`config.mk`:
```
export PLATFORM = sky130hd
export DESIGN_NAME = prim_subreg_cmdq
export DESIGN_NICKNAME = d
export VERILOG_FILES = /design/src/rtl/prim_subreg_pkg.sv /design/src/rtl/prim_subreg_cmdq_fifo.sv /design/src/rtl/prim_subreg_cmdq.sv
export SDC_FILE = /design/constraint.sdc
export NUM_CORES = 1
export LEC_CHECK = 0
export BUFFER_PORTS_ARGS = -buffer_cell sky130_fd_sc_hd__buf_2
export CORE_ASPECT_RATIO = 1.75
export CORE_MARGIN = 3
export CORE_UTILIZATION = 44
export CTS_CLUSTER_DIAMETER = 30
export DETAILED_ROUTE_END_ITERATION = 12
export PLACE_DENSITY_LB_ADDON = 0.1
export SLEW_MARGIN = 30
export SYNTH_ARGS = -nofsm -noshare
export SYNTH_HDL_FRONTEND = slang
export SYNTH_SLANG_ARGS = --single-unit
```
`constraint.sdc`:
```
create_clock -name clk_i -period 3.9 [get_ports clk_i]
set_input_delay 0.585 -clock clk_i [delete_from_list [all_inputs] [get_ports clk_i]]
set_output_delay 0.585 -clock clk_i [all_outputs]
set_load 0.05 [all_outputs]
```
`src/rtl/prim_subreg_pkg.sv`:
```
// rtl/prim_subreg_pkg.sv - shared types and constants for the subreg command queue
package prim_subreg_pkg;

  localparam int CmdqDropCntW = 8;

  typedef struct packed {
    logic ovf;
    logic full;
  } cmdq_sts_t;

endpackage

```
`src/rtl/prim_subreg_cmdq_fifo.sv`:
```
// rtl/prim_subreg_cmdq_fifo.sv - in-order storage with push/pop qualification and occupancy
module prim_subreg_cmdq_fifo #(
  parameter int DW    = 32,
  parameter int Depth = 4,
  parameter int CntW  = $clog2(Depth + 1)
) (
  input  logic            clk_i,
  input  logic            rst_i,
  input  logic            wvalid_i,
  input  logic [DW-1:0]   wdata_i,
  input  logic            rready_i,
  output logic            rvalid_o,
  output logic [DW-1:0]   rdata_o,
  output logic [CntW-1:0] lvl_o,
  output logic            full_o,
  output logic            drop_o
);

  localparam int PtrW = (Depth > 1) ? $clog2(Depth) : 1;

  logic [DW-1:0]   mem_q [Depth];
  logic [PtrW-1:0] wr_ptr_q, wr_ptr_d;
  logic [PtrW-1:0] rd_ptr_q, rd_ptr_d;
  logic [CntW-1:0] lvl_q, lvl_d;
  logic            full, push, pop;

  // Explicit wrap so non-power-of-2 depths stay in range.
  function automatic logic [PtrW-1:0] ptr_inc(input logic [PtrW-1:0] p);
    return (p == PtrW'(Depth - 1)) ? '0 : p + 1'b1;
  endfunction

  assign full     = (lvl_q == CntW'(Depth));
  assign rvalid_o = (lvl_q != '0);
  assign pop      = rvalid_o & rready_i;
  assign push     = wvalid_i & (~full | pop);
  assign drop_o   = wvalid_i & full & ~pop;
  assign rdata_o  = mem_q[rd_ptr_q];
  assign lvl_o    = lvl_q;
  assign full_o   = full;

  always_comb begin
    wr_ptr_d = push ? ptr_inc(wr_ptr_q) : wr_ptr_q;
    rd_ptr_d = pop ? ptr_inc(rd_ptr_q) : rd_ptr_q;
    lvl_d    = lvl_q;
    if (push && !pop) begin
      lvl_d = lvl_q + 1'b1;
    end else if (pop && !push) begin
      lvl_d = lvl_q - 1'b1;
    end
  end

  always_ff @(posedge clk_i) begin
    if (rst_i) begin
      wr_ptr_q <= '0;
      rd_ptr_q <= '0;
      lvl_q    <= '0;
    end else begin
      wr_ptr_q <= wr_ptr_d;
      rd_ptr_q <= rd_ptr_d;
      lvl_q    <= lvl_d;
    end
  end

  always_ff @(posedge clk_i) begin
    if (push) begin
      mem_q[wr_ptr_q] <= wdata_i;
    end
  end

endmodule

```
`src/rtl/prim_subreg_cmdq.sv`:
```
// rtl/prim_subreg_cmdq.sv - queues register write strobes for HW and reports overflow status
module prim_subreg_cmdq
  import prim_subreg_pkg::*;
#(
  parameter  int DW    = 32,
  parameter  int Depth = 4,
  localparam int CntW  = $clog2(Depth + 1)
) (
  input  logic                    clk_i,
  input  logic                    rst_i,
  input  logic                    qe_i,
  input  logic [DW-1:0]           q_i,
  output logic                    cmd_valid_o,
  output logic [DW-1:0]           cmd_data_o,
  input  logic                    cmd_ready_i,
  output logic [CntW-1:0]         lvl_o,
  input  logic                    ovf_clr_i,
  output logic                    sts_de_o,
  output logic [1:0]              sts_d_o,
  output logic [CmdqDropCntW-1:0] drop_cnt_o
);

  logic                    full, drop;
  logic                    ovf_q, ovf_d;
  logic [CmdqDropCntW-1:0] drop_cnt_q, drop_cnt_d;
  cmdq_sts_t               sts_cur, sts_prev_q;

  prim_subreg_cmdq_fifo #(
    .DW    (DW),
    .Depth (Depth),
    .CntW  (CntW)
  ) u_fifo (
    .clk_i    (clk_i),
    .rst_i    (rst_i),
    .wvalid_i (qe_i),
    .wdata_i  (q_i),
    .rready_i (cmd_ready_i),
    .rvalid_o (cmd_valid_o),
    .rdata_o  (cmd_data_o),
    .lvl_o    (lvl_o),
    .full_o   (full),
    .drop_o   (drop)
  );

  // A drop in the same cycle as a clear wins and restarts the count at one.
  always_comb begin
    ovf_d      = ovf_q;
    drop_cnt_d = drop_cnt_q;
    if (drop) begin
      ovf_d = 1'b1;
      if (ovf_clr_i) begin
        drop_cnt_d = CmdqDropCntW'(1);
      end else if (drop_cnt_q != '1) begin
        drop_cnt_d = drop_cnt_q + 1'b1;
      end
    end else if (ovf_clr_i) begin
      ovf_d      = 1'b0;
      drop_cnt_d = '0;
    end
  end

  always_ff @(posedge clk_i) begin
    if (rst_i) begin
      ovf_q      <= 1'b0;
      drop_cnt_q <= '0;
      sts_prev_q <= '0;
    end else begin
      ovf_q      <= ovf_d;
      drop_cnt_q <= drop_cnt_d;
      sts_prev_q <= sts_cur;
    end
  end

  assign sts_cur    = '{ovf: ovf_q, full: full};
  assign sts_de_o   = (sts_cur != sts_prev_q);
  assign sts_d_o    = sts_de_o ? sts_cur : 2'b00;
  assign drop_cnt_o = drop_cnt_q;

endmodule

```
==> results of run 1 <==
[worst max-delay path by stage]
stage	from	to	cells past startpoint
floorplan	u_fifo.lvl_o[2]	sts_d_o[1]	4
global placement	cmd_ready_i	u_fifo.lvl_o[2]	9
detailed placement	cmd_ready_i	u_fifo.lvl_o[2]	9
CTS	register	cmd_data_o[22]	3
global route	register	cmd_data_o[17]	3
finish	register	cmd_data_o[17]	3
[per-stage QoR]
step	cells	worst slack (ns)	hold slack [ns]
detailed placement	514	1.469	0.4724
global placement	514	1.506	0.4714
finish	547	1.251	0.3904
floorplan	274	1.181	0.4541
global route	546	1.078	0.3692
CTS	546	1.156	0.3685
[power by group]
group / switching (uW) / leakage (uW) / internal, uW
Combinational: 826 / 0.000765 / 376
Clock: 617 / 0.000279 / 946
Sequential: 90.9 / 0.00134 / 1860
[sequential cells by signal, indices dropped and copies added (netlist names), named ones only]
| register | flops |
|---|---|
| drop_cnt_o | 8 |
| ovf_q | 1 |
| sts_prev_q | 2 |
| u_fifo.wr_ptr_q | 2 |
| u_fifo.rd_ptr_q | 2 |
| u_fifo.lvl_o | 3 |
| u_fifo.mem_q | 128 |
[cell families after synthesis]
family,after synthesis,synth area share (%)
compound gates,22,2.549
xor+xnor,4,0.6262
fa+ha+maj,8,1.923
buf+inv,16,1.140
flops,148,75.85
mux,36,13.60
simple gates,40,4.316
[layer usage]
layer  share of wire, %  routed length [um]  track usage [%]  up-vias
li1                   -                   -                -     1303
met1                 36                3512            15.72     1370
met2                 57                5629            28.14       75
met3                5.8                 569            5.467       10
met4                1.3                 130            5.180        0
met5                  0                   0                0        -
[area by class of cell]
class                      instances  area, um^2  area share, %
timing repair buffer              85       430.4          6.347
sequential                       148        4247          62.62
clock inverter                    15       155.1          2.288
multi-input combinational        110        1292          19.06
tap                              165       206.4          3.044
inverter                           6       22.52         0.3321
antenna                            1       2.502        0.03690
clock buffer                      17       425.4          6.273
[layout by cell type, fill, tap and decap left out, types with 3 or more instances in the layout]
cell type  Yosys  routed
inv_1          6       6
o21ai_0        3       3
xor2_1         3       3
clkbuf_16      0      17
mux2i_1        4       4
a21oi_1        8       8
ha_1           7       7
edfxtp_1     128     128
clkinv_4       0       3
nand2_1        6       6
or3_1          4       4
and2_2         0       4
nand3_1        5       5
clkinv_1       0       3
nor2_1         9       9
buf_2          3      83
dfxtp_1       20      18
mux4_2        32      32
inv_6          0       3
[worst register-to-register path, cell delays in order (launching register included)]
cell and delay [ns]:
dfxtp_1 0.38, or3_2 0.50, nand2_1 0.15, ha_1 0.20, inv_1 0.06, fa_1 0.37, xor2_1 0.18, or3_1 0.30
a21oi_1 0.14
==> impl_metrics.csv, run 1 <==
group,metric,value,unit
routing,wl_per_cell,17.99,um
sta,fmax,377.4,MHz
power_and_ir_drop,power,4719,uW
final_layout,fin_util,55.58,%
worst_setup_path,rrSetupSlack,1.55,ns
worst_setup_path,crit-reg2reg-launch,"u_fifo.lvl_o[0]",
floorplanning,ios,84,
clocking,hold_buffers,0,
grt,track_usage,15.22,%
placement,port_buffers,83,
sta,setup_viol,0,
synthesis,synth.net_count,319,
floorplanning,coreArea,12200,um^2
job,drv_cap,0,
final_layout,finalInstanceArea,6782,um^2
placement,hpwl,6290,um
sta,rsz0062_at_grt,"no",
synthesis,synth_commonest_cells,"edfxtp_1 (128), mux4_2 (32), dfxtp_1 (20), nor2_1 (9), a21oi_1 (8)",
synthesis,synth_top_area_share,68.69,%
clocking,max-clock-path-buffers,2,
floorplanning,start_util,45.86,%
routing,drtIter0Drc,97,
worst_setup_path,path_cells,"buf_4 > mux4_2 > buf_2",
grt,grt_pass1_vias,3047,
sta,fin_skew,0.007509,ns
floorplanning,die_y,155.2,um
grt,grt_max_degree,33,
synthesis,avgSynthCellArea,20.42,um^2
grt,grt_pass1_wl,16010,um
routing,routed-via-count,2758,
clocking,root_buffer,"clkbuf_16",
worst_setup_path,critPathBufInv,2,
synthesis,synth-edff-count,128,
clocking,tritoncts,"done",
routing,dr.pass1.iters,5,
worst_setup_path,worstPathRequired,3.31,ns
synthesis,synth.cell_area,5595,um^2
worst_setup_path,rr_worst_depth,8,
hold_path,hold_start,"q_i[20]",
synthesis,synth_top_cell_by_area,"edfxtp_1",
clocking,ctsResizeCount,0,
worst_setup_path,r2r_end,"u_fifo.lvl_o[2]",
sta,fin_crit,2.649,ns
grt,grt.overflow.total,0,
worst_setup_path,crit_path_end_kind,"output port",
clocking,h-tree-depth,4,
placement,gp_congestion,0.7059,
routing,antenna_left,0,
hold_path,holdCritPathClass,"in -> reg",
synthesis,synth.distinct_cells,37,
worst_setup_path,critPathMaxStageDelay,0.56,ns
final_layout,area_delta_synth_final,21.20,%
synthesis,ys_ff_latch,148,
power_and_ir_drop,powerDensity,695.9,nW/um^2
synthesis,synth_cells,274,
synthesis,synth_most_common_cell,"edfxtp_1",
floorplanning,rows,53,
hold_path,min_to,"u_fifo.mem_q[3][20]",
synthesis,synth.area.top_cells,"edfxtp_1 (69%), mux4_2 (13%), dfxtp_1 (7.2%), ha_1 (1.6%), a21oi_1 (0.72%)",
clocking,post_cts_buffers,0,
clocking,numCtsBuffers,17,
floorplanning,die_w,91.25,um
floorplanning,dieArea,14160,um^2
clocking,clk_pin_slew,0.06,ns
routing,wirelength,9842,um
worst_setup_path,cp_slowest_cell,"mux4_2",
sta,min_period_over_period,67.94,%
sta,hold_viol_final,0,
final_layout,nFillCells,1024,
sta,worstMarginPinSlew,0.9055,ns
power_and_ir_drop,power_leakage,0.002381,uW
run_status,status,"finished clean",
synthesis,async_reset_ff_share,0,%
worst_setup_path,cp-start-kind,"register",
grt,antenna_found_initial,0,
worst_setup_path,cp_max_fo,13,
worst_setup_path,path_class,"reg -> out",
final_layout,final_nets,413,
sta,final_max_slew_viol_count,0,
sta,relSlewSlack,39.64,%
routing,via_per_inst,5.042,
synthesis,synth_flop_cell,"edfxtp_1",
routing,drc,0,
sta,setup_tns,0,ns
synthesis,ys_warn_count,0,
power_and_ir_drop,vdd_drop_max,0.0003546,V
clocking,clock_insertion_delay_worst_skew,0.41,ns
synthesis,ys_seq_area_share,75.85,%
worst_setup_path,path_delay_family,"buffers and inverters",
placement,dpl_cell_area,6198,um^2
final_layout,drive_above_1_share,41.99,%
clocking,cts_num_sinks,148,
hold_path,hold_path_depth,1,
worst_setup_path,arrival,2.06,ns
(Power assumes the default switching activity.)
==> run 2, diff against run 1 <==
==> constraint.sdc (replaced) <==
create_clock -name clk_i -period 2.35 [get_ports clk_i]
set_input_delay 0.3525 -clock clk_i [delete_from_list [all_inputs] [get_ports clk_i]]
set_output_delay 0.3525 -clock clk_i [all_outputs]
set_load 0.05 [all_outputs]
==> run 2 against run 1 <==
Effect of this change:
- non-clock buffer count grew 4
- critical path depth did not move
- global-route usage increased by 0.28 points
- combinational power rose by 77%
- worst setup slack lost 1.1 ns
- die area is the same
- clock skew up 0.0018 ns
- core utilization rose by 0.72 points
- cell area is 1.3% higher
- via count rose by 2.1%
- register-to-register slack got worse by 1.4 ns
- sequential share of layout area down 0.67 points
==> impl_metrics.csv, run 2 (synthesis results as in run 1) <==
group,metric,value,unit
job,drv_cap,0,
floorplanning,coreArea,12200,um^2
clocking,h-tree-depth,4,
worst_setup_path,path_class,"reg -> out",
final_layout,finalInstanceArea,6869,um^2
clocking,tritoncts,"done",
floorplanning,die_y,155.2,um
worst_setup_path,worstPathRequired,2.00,ns
sta,hold_viol_final,0,
floorplanning,rows,53,
routing,wirelength,9985,um
sta,final_max_slew_viol_count,0,
final_layout,top_register,"u_fifo.mem_q",
final_layout,n_antenna_cell,0,
routing,antenna_left,0,
routing,dr.pass1.iters,4,
grt,antenna_found_initial,0,
routing,via_per_inst,5.118,
routing,drc,0,
final_layout,final_nets,417,
clocking,clk_pin_slew,0.06,ns
sta,fin_hold_ws,0.1553,ns
sta,rsz0062_at_grt,"no",
worst_setup_path,cp-start-kind,"register",
sta,worstMarginPinSlew,0.8850,ns
clocking,max-clock-path-buffers,2,
grt,grt_max_degree,33,
placement,port_buffers,83,
sta,min_period_over_period,93.73,%
worst_setup_path,crit_path_end_kind,"output port",
power_and_ir_drop,powerDensity,1152,nW/um^2
clocking,clock_insertion_delay_worst_skew,0.41,ns
grt,grt_pass1_wl,16390,um
floorplanning,start_util,45.86,%
final_layout,fin_util,56.30,%
power_and_ir_drop,power_leakage,0.002410,uW
routing,wl_per_cell,18.15,um
placement,dpl_cell_area,6290,um^2
worst_setup_path,cp_slowest_cell,"mux4_2",
sta,setup_viol,0,
floorplanning,dieArea,14160,um^2
sta,fmax,454.0,MHz
sta,setup_tns,0,ns
worst_setup_path,critPathBufInv,2,
final_layout,drive_above_1_share,44.68,%
clocking,numCtsBuffers,17,
worst_setup_path,path_cells,"buf_12 > mux4_2 > buf_2",
worst_setup_path,arrival,1.85,ns
run_status,status,"finished clean",
final_layout,largest_reg_flops,128,
routing,routed-via-count,2815,
final_layout,nFillCells,991,
worst_setup_path,path_delay_family,"multiplexers",
final_layout,area_delta_synth_final,22.76,%
worst_setup_path,critPathMaxStageDelay,0.53,ns
grt,track_usage,15.50,%
grt,grt.overflow.total,0,
sta,fin_skew,0.009354,ns
grt,grt_pass1_vias,3072,
sta,relSlewSlack,41.00,%
placement,gp_congestion,0.7273,
clocking,root_buffer,"clkbuf_16",
final_layout,mostFrequentLayoutCells,"edfxtp_1 (128), buf_2 (83), mux4_2 (32)",
power_and_ir_drop,power,7911,uW
hold_path,holdCritPathClass,"in -> reg",
clocking,cts_num_sinks,148,
floorplanning,ios,84,
routing,drtIter0Drc,158,
sta,fin_crit,2.203,ns
worst_setup_path,cp_max_fo,13,
placement,hpwl,6454,um
floorplanning,die_w,91.25,um
final_layout,layout_commonest_cell,"edfxtp_1",
power_and_ir_drop,vdd_drop_max,0.0009043,V
clocking,post_cts_buffers,0,
==> run 2: worst paths after layout <==
check	from	endpoint	slack [ns]	cells past startpoint
setup reg to reg	u_fifo.lvl_o[0]	u_fifo.lvl_o[2]	0.20	8
hold reg to reg	u_fifo.rd_ptr_q[0]	register	0.48	2
hold / removal	q_i[13]	u_fifo.mem_q[1][13]	0.16	1
setup / recovery	register	cmd_data_o[18]	0.15	3
==> run 2: layout make-up <==
class | count | area (um^2) | area share (%)
tap | 165 | 206.4 | 3.005
multi-input combinational | 110 | 1300 | 18.93
sequential | 148 | 4255 | 61.95
inverter | 6 | 22.52 | 0.3279
clock buffer | 17 | 425.4 | 6.193
timing repair buffer | 89 | 510.5 | 7.432
clock inverter | 15 | 148.9 | 2.168
==> run 2: power by group <==
group	leakage (uW)	switching, uW	internal [uW]
Clock	0.000271	1080	1480
Combinational	0.000800	1430	697
Sequential	0.00134	119	3100
Total	0.00241	2630	5280
==> run 2: timing repair <==
item	CTS	global route
resized for setup	1	1
setup endpoints to repair	2	1
pin swaps	0	0
hold buffers	0	0
==> run 2: worst register-to-register path, stage by stage (launching register included) <==
cell and delay (ns):
dfxtp_4 0.37, or3_4 0.38, nand2_2 0.11, ha_1 0.18, inv_1 0.06, fa_1 0.37, xor2_1 0.17, or3_1 0.31
a21oi_1 0.13
==> run 2: through the flow <==
step / std cells / setup WS [ns]
2_1_floorplan: 274 / 0.002686
3_3_place_gp: 518 / 0.1751
3_5_place_dp: 518 / 0.1597
4_1_cts: 550 / 0.09494
5_1_grt: 550 / 0.03100
6_report: 550 / 0.1473
==> run 2: layer usage <==
metal,part of all wire (%),vias to the layer above,global-route usage [%]
li1,-,1318,-
met1,38,1414,16.90
met2,55,72,28.04
met3,5.4,11,4.935
met4,1.3,0,5.612
met5,0,-,0
